**config.mk**
```make
export PLATFORM = sky130hd
export DESIGN_NAME = packet_buffer_read_arbiter_flat
export DESIGN_NICKNAME = d
export VERILOG_FILES = /design/src/rtl/packet_buffer_pkg.sv /design/src/rtl/packet_buffer_read_arbiter_if.sv /design/src/rtl/packet_buffer_skid_buffer.sv /design/src/rtl/packet_buffer_read_arbiter.sv /design/src/flat_wrapper.sv
export SDC_FILE = /design/constraint.sdc
export NUM_CORES = 1
export LEC_CHECK = 0
export BUFFER_PORTS_ARGS = -buffer_cell sky130_fd_sc_hd__buf_2
export CORE_ASPECT_RATIO = 0.7
export CORE_MARGIN = 4
export CORE_UTILIZATION = 44
export DETAILED_ROUTE_END_ITERATION = 10
export MAX_ROUTING_LAYER = met4
export PLACE_DENSITY = 0.77
export SLEW_MARGIN = 5
export SYNTH_ARGS = -nofsm -noshare
export SYNTH_HDL_FRONTEND = slang
export SYNTH_SLANG_ARGS = --single-unit
```
**constraint.sdc**
```tcl
create_clock -name clk_i -period 2.05 [get_ports clk_i]
set_input_delay 0.1025 -clock clk_i [delete_from_list [all_inputs] [get_ports clk_i]]
set_output_delay 0.1025 -clock clk_i [all_outputs]
set_load 0.03 [all_outputs]
```
**src/rtl/packet_buffer_pkg.sv**
```systemverilog
// Shared types and helpers for the packet buffer read arbiter.
//   arb_state_t : arbiter FSM encoding (IDLE waits for a lane, STREAM drains one packet)
//   lane_idx_t  : lane index type for the default four-lane configuration
//   cdiv        : ceiling division
//   max_beats   : beats needed to carry a maximum-length packet
package packet_buffer_pkg;

  typedef enum logic {
    IDLE,
    STREAM
  } arb_state_t;

  localparam int unsigned DEFAULT_NUM_LANES = 4;

  typedef logic [$clog2(DEFAULT_NUM_LANES)-1:0] lane_idx_t;

  function automatic int unsigned cdiv(input int unsigned num, input int unsigned den);
    return (num + den - 1) / den;
  endfunction

  function automatic int unsigned max_beats(input int unsigned pkt_bytes,
                                            input int unsigned axi_width);
    return cdiv(pkt_bytes, axi_width / 8);
  endfunction

endpackage

```
**src/rtl/packet_buffer_read_arbiter_if.sv**
```systemverilog
// Merged output stream of the packet buffer read arbiter.
//   m_data_o / m_valid_o / m_last_o / m_lane_o : beat towards downstream
//   m_ready_i      : downstream ready
//   err_oversize_o : one-cycle pulse when a packet exceeds the maximum length
// master = arbiter side, slave = downstream consumer side.
interface packet_buffer_read_arbiter_if #(
  parameter int unsigned AXI_WIDTH             = 64,
  parameter int unsigned LANE_SELECT_IDX_WIDTH = 2
) ();

  logic [AXI_WIDTH-1:0]             m_data_o;
  logic                             m_valid_o;
  logic                             m_last_o;
  logic [LANE_SELECT_IDX_WIDTH-1:0] m_lane_o;
  logic                             m_ready_i;
  logic                             err_oversize_o;

  modport master (
    output m_data_o, m_valid_o, m_last_o, m_lane_o, err_oversize_o,
    input  m_ready_i
  );

  modport slave (
    input  m_data_o, m_valid_o, m_last_o, m_lane_o, err_oversize_o,
    output m_ready_i
  );

endinterface

```
**src/rtl/packet_buffer_skid_buffer.sv**
```systemverilog
// Two-entry skid buffer with a registered output stage.
//   clk_i, rst_ni          : clock, asynchronous active-low reset
//   in_data_i/in_valid_i/in_ready_o    : upstream handshake
//   out_data_o/out_valid_o/out_ready_i : downstream handshake
// A beat accepted on the input appears on the output the next cycle when the
// output slot is free or draining; in_ready_o depends only on local state.
module packet_buffer_skid_buffer #(
  parameter int unsigned WIDTH = 8
) (
  input  logic             clk_i,
  input  logic             rst_ni,
  input  logic [WIDTH-1:0] in_data_i,
  input  logic             in_valid_i,
  output logic             in_ready_o,
  output logic [WIDTH-1:0] out_data_o,
  output logic             out_valid_o,
  input  logic             out_ready_i
);

  logic [WIDTH-1:0] out_q, skid_q;
  logic             out_vq, skid_vq;
  logic             in_fire, out_free;

  assign in_ready_o  = ~skid_vq;
  assign in_fire     = in_valid_i & ~skid_vq;
  assign out_free    = ~out_vq | out_ready_i;
  assign out_data_o  = out_q;
  assign out_valid_o = out_vq;

  always_ff @(posedge clk_i or negedge rst_ni) begin
    if (!rst_ni) begin
      out_q   <= '0;
      skid_q  <= '0;
      out_vq  <= 1'b0;
      skid_vq <= 1'b0;
    end else if (out_free) begin
      // Skid entry is older than anything on the input, so it refills first;
      // while it is occupied in_ready_o is low and no new beat can arrive.
      if (skid_vq) begin
        out_q   <= skid_q;
        out_vq  <= 1'b1;
        skid_vq <= 1'b0;
      end else if (in_fire) begin
        out_q  <= in_data_i;
        out_vq <= 1'b1;
      end else begin
        out_vq <= 1'b0;
      end
    end else if (in_fire) begin
      skid_q  <= in_data_i;
      skid_vq <= 1'b1;
    end
  end

endmodule

```
**src/rtl/packet_buffer_read_arbiter.sv**
```systemverilog
// Round-robin, packet-granular read arbiter draining NUM_LANES lane FIFOs into
// one stream.
//   clk_i, rst_ni  : clock, asynchronous active-low reset
//   lane_data_i    : lane FIFO read data
//   lane_valid_i   : lane FIFO non-empty
//   lane_last_i    : final beat of a packet on that lane
//   lane_ready_o   : pop strobe towards the granted lane
//   m_if (master)  : merged output stream plus oversize error pulse
// A lane keeps the grant until its last beat is accepted; each packet costs one
// IDLE cycle, in which the next grant is picked starting at rr_ptr.
module packet_buffer_read_arbiter
  import packet_buffer_pkg::*;
#(
  parameter int unsigned NUM_LANES             = 4,
  parameter int unsigned AXI_WIDTH             = 64,
  parameter int unsigned MAX_PACKET_LENGTH     = 1536,
  parameter int unsigned LANE_SELECT_IDX_WIDTH = $clog2(NUM_LANES)
) (
  input  logic                 clk_i,
  input  logic                 rst_ni,
  input  logic [AXI_WIDTH-1:0] lane_data_i [NUM_LANES],
  input  logic [NUM_LANES-1:0] lane_valid_i,
  input  logic [NUM_LANES-1:0] lane_last_i,
  output logic [NUM_LANES-1:0] lane_ready_o,
  packet_buffer_read_arbiter_if.master m_if
);

  localparam int unsigned MAX_BEATS = max_beats(MAX_PACKET_LENGTH, AXI_WIDTH);
  localparam int unsigned CNT_W     = $clog2(MAX_BEATS) + 1;
  localparam logic [CNT_W-1:0] CNT_MAX  = CNT_W'(MAX_BEATS);
  localparam logic [CNT_W-1:0] CNT_WARN = CNT_W'(MAX_BEATS - 1);
  localparam int unsigned SKID_W    = LANE_SELECT_IDX_WIDTH + 1 + AXI_WIDTH;

  typedef logic [LANE_SELECT_IDX_WIDTH-1:0] idx_t;

  arb_state_t       state_q, state_d;
  idx_t             grant_q, rr_ptr_q, pick_idx, grant_next;
  logic             pick_found;
  logic [CNT_W-1:0] beat_cnt_q;
  logic             err_q;
  logic             skid_in_valid, skid_in_ready;
  logic             beat_acc, last_acc;
  logic [SKID_W-1:0] skid_in, skid_out;

  assign beat_acc   = (state_q == STREAM) & lane_valid_i[grant_q] & skid_in_ready;
  assign last_acc   = beat_acc & lane_last_i[grant_q];
  assign grant_next = (grant_q == idx_t'(NUM_LANES - 1)) ? '0 : grant_q + 1'b1;
  assign skid_in    = {grant_q, lane_last_i[grant_q], lane_data_i[grant_q]};

  // First valid lane at or after rr_ptr, wrapping.
  always_comb begin
    pick_found = 1'b0;
    pick_idx   = '0;
    for (int unsigned i = 0; i < NUM_LANES; i++) begin
      idx_t cand;
      cand = idx_t'((32'(rr_ptr_q) + i) % NUM_LANES);
      if (!pick_found && lane_valid_i[cand]) begin
        pick_found = 1'b1;
        pick_idx   = cand;
      end
    end
  end

  always_comb begin
    state_d       = state_q;
    lane_ready_o  = '0;
    skid_in_valid = 1'b0;
    case (state_q)
      IDLE: begin
        if (pick_found) state_d = STREAM;
      end
      STREAM: begin
        lane_ready_o[grant_q] = skid_in_ready;
        skid_in_valid         = lane_valid_i[grant_q];
        if (last_acc) state_d = IDLE;
      end
      default: state_d = IDLE;
    endcase
  end

  always_ff @(posedge clk_i or negedge rst_ni) begin
    if (!rst_ni) begin
      state_q    <= IDLE;
      grant_q    <= '0;
      rr_ptr_q   <= '0;
      beat_cnt_q <= '0;
      err_q      <= 1'b0;
    end else begin
      state_q <= state_d;
      err_q   <= 1'b0;
      if (state_q == IDLE && pick_found) begin
        grant_q    <= pick_idx;
        beat_cnt_q <= '0;
      end
      if (beat_acc) begin
        if (beat_cnt_q != CNT_MAX) beat_cnt_q <= beat_cnt_q + 1'b1;
        // Only the beat that reaches the limit flags; the saturated counter
        // keeps later beats of the same packet from pulsing again.
        if (!lane_last_i[grant_q] && beat_cnt_q == CNT_WARN) err_q <= 1'b1;
      end
      if (last_acc) rr_ptr_q <= grant_next;
    end
  end

  packet_buffer_skid_buffer #(
    .WIDTH(SKID_W)
  ) u_skid (
    .clk_i      (clk_i),
    .rst_ni     (rst_ni),
    .in_data_i  (skid_in),
    .in_valid_i (skid_in_valid),
    .in_ready_o (skid_in_ready),
    .out_data_o (skid_out),
    .out_valid_o(m_if.m_valid_o),
    .out_ready_i(m_if.m_ready_i)
  );

  assign m_if.m_data_o       = skid_out[AXI_WIDTH-1:0];
  assign m_if.m_last_o       = skid_out[AXI_WIDTH];
  assign m_if.m_lane_o       = skid_out[SKID_W-1 -: LANE_SELECT_IDX_WIDTH];
  assign m_if.err_oversize_o = err_q;

endmodule

```
**src/flat_wrapper.sv**
```systemverilog
// flat-port wrapper written by rule: the top's interface ports become plain ports
module packet_buffer_read_arbiter_flat import packet_buffer_pkg::*;
#(
  parameter int unsigned NUM_LANES             = 4,
  parameter int unsigned AXI_WIDTH             = 64,
  parameter int unsigned MAX_PACKET_LENGTH     = 1536,
  parameter int unsigned LANE_SELECT_IDX_WIDTH = $clog2(NUM_LANES)
)
  (clk_i, rst_ni, lane_data_i, lane_valid_i, lane_last_i, lane_ready_o, m_if_m_data_o, m_if_m_valid_o, m_if_m_last_o, m_if_m_lane_o, m_if_err_oversize_o, m_if_m_ready_i);
  packet_buffer_read_arbiter_if #(.AXI_WIDTH(AXI_WIDTH), .LANE_SELECT_IDX_WIDTH(LANE_SELECT_IDX_WIDTH)) m_if_i ();
  input  logic clk_i;
  input  logic rst_ni;
  input  logic [AXI_WIDTH-1:0] lane_data_i[NUM_LANES];
  input  logic [NUM_LANES-1:0] lane_valid_i;
  input  logic [NUM_LANES-1:0] lane_last_i;
  output logic [NUM_LANES-1:0] lane_ready_o;
  output wire logic [$bits(m_if_i.m_data_o)-1:0] m_if_m_data_o;
  output wire logic [$bits(m_if_i.m_valid_o)-1:0] m_if_m_valid_o;
  output wire logic [$bits(m_if_i.m_last_o)-1:0] m_if_m_last_o;
  output wire logic [$bits(m_if_i.m_lane_o)-1:0] m_if_m_lane_o;
  output wire logic [$bits(m_if_i.err_oversize_o)-1:0] m_if_err_oversize_o;
  input wire logic [$bits(m_if_i.m_ready_i)-1:0] m_if_m_ready_i;
  assign m_if_m_data_o = m_if_i.m_data_o;
  assign m_if_m_valid_o = m_if_i.m_valid_o;
  assign m_if_m_last_o = m_if_i.m_last_o;
  assign m_if_m_lane_o = m_if_i.m_lane_o;
  assign m_if_err_oversize_o = m_if_i.err_oversize_o;
  assign m_if_i.m_ready_i = m_if_m_ready_i;
  packet_buffer_read_arbiter #(.NUM_LANES(NUM_LANES), .AXI_WIDTH(AXI_WIDTH), .MAX_PACKET_LENGTH(MAX_PACKET_LENGTH), .LANE_SELECT_IDX_WIDTH(LANE_SELECT_IDX_WIDTH)) u_core (.clk_i(clk_i), .rst_ni(rst_ni), .lane_data_i(lane_data_i), .lane_valid_i(lane_valid_i), .lane_last_i(lane_last_i), .lane_ready_o(lane_ready_o), .m_if(m_if_i));
endmodule
```
==> summary.txt, run 1 <==
Post-route ant nets = 0
HP Class = primary input to flip-flop
DRT iter0 DRCs = 335
Syn Area/Cell = 15.4 sq um
Post-synth top cells = mux2_2, dfrtp_1, mux4_2
M2 GR Usage = 34.8%
Post-Syn Instances = 546
Most frequent CP cell = a21oi_4
Critical R2R Capture = u_core.u_skid.out_data_o[46]
Initial antenna violation count = 1
Die Ht = 124 um
Setup slack, reg-to-reg = -0.04 ns
Maximum fanout along the worst path = 6
Power Dens Cells = 1670 mW/mm^2
FF+latch area = 0.00378 sq mm
Clock power frac = 16.5%
Rel. slew slack = 67.2%
Total GRT Usage = 20.2%
Post-DP Area = 0.0105 sq mm
First drt pass iteration count = 4
Worst Hold Depth = 4
Fin Clk Skew = 0.00876 ns
Clock Sink Count = 151
Port Buffer Count = 339
Synth top area share = 45.0%
Yosys cell types = 38
Largest net degree at the start of global routing = 50
Vias in the first global route = 6488
Fillers = 1442
Register area share after synthesis = 45.0%
Sw frac = 37.2%
Multi-input gate area = 0.00447 sq mm
H-tree levels = 4
F_max = 0.478 GHz
CORE AREA = 0.0184 sq mm
Inst Count DP = 1105
Non-Filler Instances = 1154
Hold Vio Cnt, Final = 0
Synth Register Bits = 151
First-pass GRT wire length = 33.3 mm
Synth Warn # = 0
Area Growth Syn to Fin = 36.4%
Routed vias = 6269
WP data arrival = 2.39 ns
Crit path to = u_core.u_skid.out_data_o[46]
Area leader, netlist = dfrtp_1
Reg2reg start = u_core.grant_q[0]
P_int = 12000 uW
Comb power frac = 55.5%
Ys async rst share = 100%
Slew Limit Fails = 0
WS Path Type = flip-flop to flip-flop
Synth Cell Area = 0.00839 sq mm
CP required = 2.35 ns
CP endpoint kind = flip-flop
Drt drc = 0
Violated checks = setup timing
Cts bufs inserted = 17
# IOs = 340
Mean routed wirelength per cell = 19.9 um
Vias per inst = 5.43
Layout cells sized above 1 = 74.2%
Horiz. Die Dim = 173 um
Cells along the critical path = mux4_2 > a21oi_4 > a21oi_4 > buf_4 > clkbuf_16 > mux2_4
Detail Placement HPWL = 16.2 mm
Fin crit share = 102%
Root buffer cell = clkbuf_16
Largest cells by area after synthesis = dfrtp_1, mux2_2, mux4_2, mux2_4, buf_2
Worst slew pin tran = 0.493 ns
Post-synth top flop = dfrtp_1
Initial Util = 45.7%
Final standard cell area without fillers = 0.0114 sq mm
Worst-path clk slew = 0.06 ns
TritonCTS clock tree = built
R2R cell count = 6
Number of flops mapped to enable cells by yosys = 0
Worst hold margin = 0.0298 ns
TNS Setup = -0.796 ns
RSZ-0062 raised after global routing = yes
Maximum vdd ir drop = 0.000812 V
Min cycle time layout = 2.09 ns
Fin worst setup slack = -0.0417 ns
Leak Pwr = 0.00539 uW
Met1 GRT Util = 24.5%
Max clock buf depth = 2
Seq pwr share = 28.0%
Final RePlAce weighted congestion = 0.805
Synthesized net count = 819
Met3 track demand over resource = 5.75%
Largest stage delay on the critical path = 0.59 ns
Sw power = 7110 uW
Max-cap viol count = 0
GRT Max-Usage Layer = met2
Slowest CP cell = mux4_2
Die Area = 0.0214 sq mm
Final setup fails = 51
Rows = 41
Clk_lat worst skew = 0.41 ns
Final #Nets = 1178
Outcome = finished, violations left
Startpoint Class = flip-flop
Count leader, synth = mux2_2
Final WL = 22.9 mm
Overflow after GRT = 0
Worst Setup SP = u_core.grant_q[0]
## cell usage in the layout (no fill, tap or decap), types with 3 or more instances in the layout
master	netlist	layout
o21ai_0	6	6
mux2_2	168	148
nor2_1	5	5
nand3_1	10	10
mux4_2	66	66
dfrtp_1	151	148
and2_1	4	4
buf_4	2	18
buf_6	4	5
inv_1	8	8
buf_2	16	338
mux2_4	30	50
inv_6	0	5
nand2_1	16	16
clkbuf_16	0	23
buf_12	0	8
o31ai_1	3	3
ha_1	6	6
## power by group through the flow
stage	logic [uW]	registers (uW)	clock network (uW)
floorplan	6130	6510	0
global placement	9610	5280	0
detailed placement	9830	5340	0
CTS	9880	5320	3230
global route	11300	5510	3360
finish	10600	5340	3160
## area by class of cell
class,count,share of cell area (%)
sequential,151,33.1
inverter,8,0.262
clock buffer,19,3.96
multi-input combinational,348,39.0
antenna,1,0.0219
tap,236,2.58
clock inverter,12,1.20
timing repair buffer,379,19.9
## worst min path at each step
stage,startpoint,end,slack (ns)
3_3_place_gp,rst_ni,u_core.u_skid.out_data_o[57],0.08
5_1_grt,m_if_m_ready_i,u_core.u_skid.skid_vq,0.05
4_1_cts,m_if_m_ready_i,u_core.u_skid.skid_vq,0.003
2_1_floorplan,rst_ni,u_core.beat_cnt_q[0],-0.19
3_5_place_dp,rst_ni,u_core.u_skid.out_data_o[57],0.08
6_report,m_if_m_ready_i,u_core.u_skid.skid_vq,0.03
## routing by layer
layer / wire length (um) / share of wire, %
met3: 1600 / 7.0
met4: 124 / 0.54
met1: 9620 / 42
met2: 11600 / 51
met5: 0 / 0
## timing repair
item                       CTS  global route
gates resized for setup      1            25
hold buffers                 1             0
setup buffers                0             6
setup endpoints to repair    9           128
pin swaps                    0             2
hold endpoints to repair    45             0
gates cloned                 0            10
## registers in the layout (all words and copies together) (netlist names), 2 cells and up
signal,cells
u_core.beat_cnt_q,9
u_core.rr_ptr_q,2
u_core.u_skid.skid_q,67
u_core.u_skid.out_data_o,67
u_core.grant_q,2
## critical path: cells and delay by family, from the launching register on
family                 cells  cell delay, ns
multiplexers               2            0.89
flip-flops                 1            0.47
AO/OA/AOI/OAI              2            0.29
buffers and inverters      2            0.33
## cells by family after synthesis
group           after synthesis  share of synthesized area, %
mux                         266                          45.9
xor+xnor                      1                         0.104
compound gates               26                          2.36
flops                       151                          45.0
simple gates                 49                          2.95
fa+ha+maj                     6                         0.895
buf+inv                      47                          2.79
## stage by stage
step	total power, uW	setup WS [ns]	utilization (%)
2_1_floorplan	12600	0.00206	-
3_3_place_gp	14900	0.0490	57.1
5_1_grt	20200	-0.0749	62.3
3_5_place_dp	15200	-0.00540	57.1
4_1_cts	18400	-0.0102	60.4
6_report	19100	-0.0417	62.3
No activity file was read; power rests on OpenSTA's default activity.
==> inputs of run 2 (changes only) <==
Settings changed: SYNTH_HIERARCHICAL set to 1.
==> run 2 against run 1 <==
The flow still finishes with violations (setup timing). Sequential share of layout area grew 0.23 points. Combinational power is essentially flat. Hold slack better by 0.051 ns.
==> summary.txt, run 2 <==
Mean routed wirelength per cell = 19.7 um
CP endpoint kind = flip-flop
Maximum fanout along the worst path = 8
Worst Setup SP = u_core/grant_q[0]
# IOs = 340
Final #Nets = 1168
Clock Sink Count = 151
Clk_lat worst skew = 0.42 ns
DRT iter0 DRCs = 277
Power Dens Cells = 1640 mW/mm^2
Synth Register Bits = 151
Critical R2R Capture = u_core/u_skid/skid_q[57]
Post-synth top flop = dfrtp_1
WS Path Type = flip-flop to flip-flop
Post-Syn Instances = 548
Fin Clk Skew = 0.0116 ns
Post-DP Area = 0.0104 sq mm
Synth Cell Area = 0.00840 sq mm
Vias per inst = 5.39
Cts bufs inserted = 17
Rel. slew slack = 71.6%
Worst Hold Depth = 3
Final setup fails = 69
Fin worst setup slack = -0.0609 ns
Highest-count cells in the layout ignoring fill and taps = buf_2, dfrtp_1, mux2_2
Yosys cell types = 42
Synthesized net count = 821
Root buffer cell = clkbuf_16
TritonCTS clock tree = built
R2R cell count = 6
Initial antenna violation count = 0
Worst-path clk slew = 0.06 ns
Post-route ant nets = 0
Maximum vdd ir drop = 0.000801 V
Ant. Diodes = 0
CP required = 2.34 ns
Worst slew pin tran = 0.422 ns
F_max = 0.474 GHz
Outcome = finished, violations left
Rows = 41
CORE AREA = 0.0184 sq mm
HP Class = primary input to flip-flop
Reg2reg start = u_core/grant_q[0]
Min cycle time layout = 2.11 ns
Final WL = 22.6 mm
Routed vias = 6164
Port Buffer Count = 339
WP data arrival = 2.41 ns
Final RePlAce weighted congestion = 0.832
Area Growth Syn to Fin = 35.3%
FF+latch area = 0.00379 sq mm
Detail Placement HPWL = 15.6 mm
Overflow after GRT = 0
Ys async rst share = 100%
Number of flops mapped to enable cells by yosys = 0
Largest cells by area after synthesis = dfrtp_1, mux2_2, mux4_2, mux2_1, buf_6
Crit path to = u_core/u_skid/skid_q[57]
Fin crit share = 103%
First-pass GRT wire length = 32.9 mm
Die Area = 0.0214 sq mm
Layout cells sized above 1 = 71.4%
Syn Area/Cell = 15.3 sq um
Synth top area share = 45.0%
TNS Setup = -2.14 ns
Slew Limit Fails = 0
H-tree levels = 4
Largest net degree at the start of global routing = 71
Final standard cell area without fillers = 0.0114 sq mm
Max clock buf depth = 2
Synth Warn # = 6
Drt drc = 0
Leak Pwr = 0.00522 uW
Initial Util = 45.8%
Vias in the first global route = 6373
Horiz. Die Dim = 173 um
Area leader, netlist = dfrtp_1
Violated checks = setup timing
Post-synth top cells = dfrtp_1, mux2_2, mux4_2
Fillers = 1431
Startpoint Class = flip-flop
Hold Vio Cnt, Final = 0
Commonest non-fill, non-tap cell in the layout = buf_2
Max-cap viol count = 0
Setup slack, reg-to-reg = -0.06 ns
Register area share after synthesis = 45.0%
First drt pass iteration count = 5
Total GRT Usage = 19.8%
Count leader, synth = dfrtp_1
Die Ht = 124 um
Multi-input gate area = 0.00450 sq mm
RSZ-0062 raised after global routing = yes
run 2: changes by cell type in the layout (fill, tap and decap cells not counted), moves of 5 or more:
cell | previous run | this run
o21ai_1 | 0 | 5
buf_4 | 18 | 6
mux2_1 | 0 | 26
mux2_2 | 148 | 135
nand3_1 | 10 | 3
nand2_1 | 16 | 8
o21ai_0 | 6 | 0
mux2_4 | 50 | 42
run 2: cells by family (layout without fill, tap and decap cells):
family	after synthesis	in the layout	share of synthesized area [%]
compound gates	23	23	1.95
xor+xnor	1	1	0.104
fa+ha+maj	6	6	0.893
buf+inv	50	410	3.62
flops	151	151	45.0
mux	270	270	45.0
simple gates	47	47	3.47
run 2: layout make-up:
type	instances	share of cell area (%)
sequential	151	33.3
multi-input combinational	347	39.5
inverter	11	0.363
clock buffer	19	3.81
clock inverter	13	1.27
timing repair buffer	367	19.1
tap	236	2.60
run 2: metal layers:
metal  global-route usage (%)  wire length [um]
met1                     24.1              9590
met2                     34.3             11500
met3                     4.79              1270
met4                     4.33               208
met5                        -                 0
run 2: worst max-delay path: stages (launching register included):
cell	delay (ns)
dfrtp_4	0.52
mux4_2	0.36
and2_4	0.15
nor3b_4	0.30
buf_6	0.19
clkbuf_16	0.17
mux2_4	0.30
run 2: what timing repair did:
item	CTS	global route
pin swaps	0	1
gates cloned	0	6
hold buffers	2	0
gates resized for setup	1	49
buffers inserted	0	6
endpoints found under the hold margin	85	0
endpoints found under the setup margin	60	115
run 2: how the worst min path moves through the flow:
stage                     from                           end
6_report       lane_valid_i[2]                u_core/state_q
3_5_place_dp            rst_ni  u_core/u_skid/out_data_o[29]
3_3_place_gp            rst_ni  u_core/u_skid/out_data_o[29]
5_1_grt        lane_valid_i[2]                u_core/state_q
4_1_cts        lane_valid_i[2]                u_core/state_q
2_1_floorplan           rst_ni          u_core/beat_cnt_q[0]
run 2: where the power goes:
| group | switching [uW] | internal [uW] | total, uW |
|---|---|---|---|
| registers | 827 | 4500 | 5330 |
| clock network | 1290 | 1810 | 3100 |
| logic | 4920 | 5340 | 10300 |
run 2: per-stage QoR:
stage	worst slack (ns)	utilization (%)	total power [uW]	hold WS, ns	std cells
after global routing	-0.123	61.9	19800	0.101	1144
after floorplan	-0.0748	-	12300	-0.193	548
after global placement	0.00927	56.7	14500	0.0482	1098
after CTS	-0.0317	60.0	17900	0.0572	1132
after detailed placement	-0.0221	56.7	14700	0.0448	1098
final	-0.0609	61.9	18700	0.0812	1144
==> inputs of run 3 (changes only) <==
Settings changed: CORE_UTILIZATION 44 to 46, CTS_BUF_LIST set to sky130_fd_sc_hd__clkbuf_2, PLACE_DENSITY 0.77 to 0.8.
==> run 3 against run 2 <==
The flow now stops in clock tree synthesis (4_1_cts). Area after synthesis unchanged. Synthesized cell count stayed put.
==> summary.txt, run 3 <==
Outcome = did not finish
Last stage = clock tree synthesis (4_1_cts)
Err = [ERROR RSZ-0060] Max buffer count reached.
Ys async rst share = 100%
Final RePlAce weighted congestion = 0.836
# IOs = 340
Rows = 41
Root buffer cell = clkbuf_2
Count leader, synth = dfrtp_1
Cts bufs inserted = 17
Clock Sink Count = 151
Post-DP Area = 0.0104 sq mm
Syn Area/Cell = 15.3 sq um
Post-Syn Instances = 548
Worst slack, placed = -0.0179 ns
Largest cells by area after synthesis = dfrtp_1, mux2_2, mux4_2, mux2_1, buf_6
Die Ht = 121 um
Horiz. Die Dim = 170 um
Max clock buf depth = 2
Detail Placement HPWL = 16.0 mm
Post-synth top flop = dfrtp_1
Number of flops mapped to enable cells by yosys = 0
Synth Cell Area = 0.00840 sq mm
Synthesized net count = 821
Postcts setup bufs = 11
Synth top area share = 45.0%
Post-cts sizing count = 57
Initial Util = 46.8%
# hold bufs at CTS = 231
Synth Warn # = 6
Area leader, netlist = dfrtp_1
Synth Register Bits = 151
Yosys cell types = 42
H-tree levels = 4
Port Buffer Count = 339
Register area share after synthesis = 45.0%
Post-synth top cells = dfrtp_1, mux2_2, mux4_2
run 3: cell counts after synthesis:
Identical to the previous run, type by type.
run 3: through the flow:
stage	cells	utilization [%]
global placement	1102	58.1
detailed placement	1102	58.1
floorplan	548	-
run 3: cell families after synthesis:
family          Yosys count  share of synthesized area, %
xor+xnor                  1                         0.104
fa+ha+maj                 6                         0.893
compound gates           23                          1.95
flops                   151                          45.0
buf+inv                  50                          3.62
simple gates             47                          3.47
mux                     270                          45.0
==> inputs of run 4 (changes only) <==
Settings changed: CORE_ASPECT_RATIO 0.7 to not set, CORE_UTILIZATION 46 to 35, CTS_BUF_LIST sky130_fd_sc_hd__clkbuf_2 to not set, MAX_ROUTING_LAYER met4 to not set, PLACE_DENSITY 0.8 to not set, PLACE_DENSITY_LB_ADDON set to 0.15.
Clock period 2.05 ns to 2.67 ns, I/O delays scaled along.
==> run 4 against run 3 <==
The flow now finishes without violations.
==> summary.txt, run 4 (synthesis gave the netlist of run 2 again) <==
Outcome = completed
Leak Pwr = 0.00497 uW
Worst slew pin tran = 0.743 ns
Max-cap viol count = 0
Maximum fanout along the worst path = 30
Worst hold path startpoint = m_if_m_ready_i
HP Class = primary input to flip-flop
Vias in the first global route = 6623
Total GRT Usage = 16.2%
Startpoint Class = flip-flop
Critical R2R Capture = u_core/u_skid/out_data_o[17]
CP endpoint kind = flip-flop
R2R cell count = 5
Largest stage delay on the critical path = 0.49 ns
Detail Placement HPWL = 15.8 mm
Port Buffer Count = 339
Commonest non-fill, non-tap cell in the layout = buf_2
WP data arrival = 2.54 ns
Die Ht = 163 um
WHS Endpoint = u_core/u_skid/skid_vq
# IOs = 340
RSZ-0062 raised after global routing = no
Worst Hold Depth = 3
WS Path Type = flip-flop to flip-flop
F_max = 0.446 GHz
Fillers = 2171
TritonCTS clock tree = built
Seq pwr share = 29.9%
First-pass GRT wire length = 34.3 mm
Routed vias = 6059
DRT iter0 DRCs = 178
Worst-path clk slew = 0.06 ns
Hold Vio Cnt, Final = 0
Power Dens Cells = 1220 mW/mm^2
CP required = 2.97 ns
Clk_lat worst skew = 0.41 ns
Fin crit share = 84.0%
Post-route ant nets = 0
Vias per inst = 5.00
Layout cells sized above 1 = 67.8%
P_int = 8470 uW
Max clock buf depth = 2
Multi-input gate area = 0.00434 sq mm
FF+latch area = 0.00379 sq mm
Sw power = 5070 uW
Slew Limit Fails = 0
Setup slack, reg-to-reg = 0.43 ns
Crit path buffers/inverters = 1
Root buffer cell = clkbuf_16
Clock power frac = 18.7%
Final #Nets = 1152
Maximum vdd ir drop = 0.000764 V
Largest net degree at the start of global routing = 77
Rows = 56
Horiz. Die Dim = 163 um
Fin Clk Skew = 0.00786 ns
Sw frac = 37.4%
Min cycle time layout = 2.24 ns
First drt pass iteration count = 4
Postcts setup bufs = 0
Cts bufs inserted = 17
Post-cts sizing count = 0
Die Area = 0.0266 sq mm
Clock Sink Count = 151
CP delay by family, top = multiplexers
Mean routed wirelength per cell = 17.8 um
Area Growth Syn to Fin = 31.8%
Final setup fails = 0
CORE AREA = 0.0235 sq mm
Pwr Total = 13500 uW
Reg2reg start = u_core/grant_q[0]
# hold bufs at CTS = 1
Highest-count cells in the layout ignoring fill and taps = buf_2, mux2_2, dfrtp_1
Slowest CP cell = dfrtp_4
Drt drc = 0
Initial Util = 35.7%
H-tree levels = 4
Cells along the critical path = mux4_2 > and2_1 > o21a_4 > buf_12 > mux2_2
Initial antenna violation count = 2
Overflow after GRT = 0
Rel. slew slack = 50.4%
Final WL = 21.6 mm
Comb power frac = 51.4%
Final RePlAce weighted congestion = 0.750
TNS Setup = 0 ns
[run 4: worst max-delay path by stage]
| stage | start | to | slack (ns) | depth (start not counted) |
|---|---|---|---|---|
| 4_1_cts | u_core/grant_q[0] | u_core/u_skid/out_data_o[24] | 0.39 | 5 |
| 3_3_place_gp | u_core/grant_q[0] | u_core/u_skid/out_data_o[30] | 0.45 | 4 |
| 2_1_floorplan | u_core/grant_q[0] | u_core/u_skid/out_data_o[36] | 0.38 | 6 |
| 6_report | u_core/grant_q[0] | u_core/u_skid/out_data_o[17] | 0.43 | 5 |
| 5_1_grt | u_core/grant_q[0] | u_core/u_skid/out_data_o[7] | 0.32 | 5 |
| 3_5_place_dp | u_core/grant_q[0] | u_core/u_skid/out_data_o[17] | 0.40 | 5 |
[run 4: layer usage]
layer  vias to the layer above  share of wire, %  global-route usage [%]
met1                      3063                42                    20.4
met3                        28               5.6                    3.70
li1                       2788                 -                       -
met5                         -             0.032                       0
met2                       178                51                    27.7
met4                         2               2.1                    5.34
[run 4: power groups by stage]
stage / sequential [uW] / combinational [uW] / clock [uW]
floorplan: 4980 / 4410 / 0
global placement: 4060 / 7040 / 0
detailed placement: 4100 / 7110 / 0
CTS: 4060 / 7130 / 2630
global route: 4200 / 7560 / 2730
finish: 4050 / 6960 / 2540
[run 4: worst reg2reg max path: stages, from the launching register on]
cell	delay (ns)
dfrtp_4	0.49
mux4_2	0.39
and2_1	0.20
o21a_4	0.39
buf_12	0.28
mux2_2	0.37
[run 4: per-stage QoR]
| stage | utilization [%] | setup slack [ns] | instance area (sq um) | hold slack [ns] | cells |
|---|---|---|---|---|---|
| 2_1_floorplan | - | 0.376 | 8400 | -0.162 | 548 |
| 3_3_place_gp | 44.3 | 0.445 | 10400 | 0.243 | 1178 |
| 3_5_place_dp | 44.3 | 0.401 | 10400 | 0.236 | 1178 |
| 4_1_cts | 47.0 | 0.389 | 11100 | 0.0225 | 1210 |
| 5_1_grt | 47.0 | 0.324 | 11100 | 0.0340 | 1211 |
| 6_report | 47.0 | 0.428 | 11100 | 0.0455 | 1211 |
[run 4: layout make-up]
| type | count | share of cell area, % |
|---|---|---|
| Antenna cell | 1 | 0.0226 |
| Clock buffer | 18 | 3.88 |
| Clock inverter | 13 | 1.75 |
| Inverter | 11 | 0.373 |
| Multi-Input combinational cell | 347 | 39.1 |
| Sequential cell | 151 | 34.2 |
| Tap cell | 319 | 3.60 |
| Timing Repair Buffer | 351 | 17.0 |
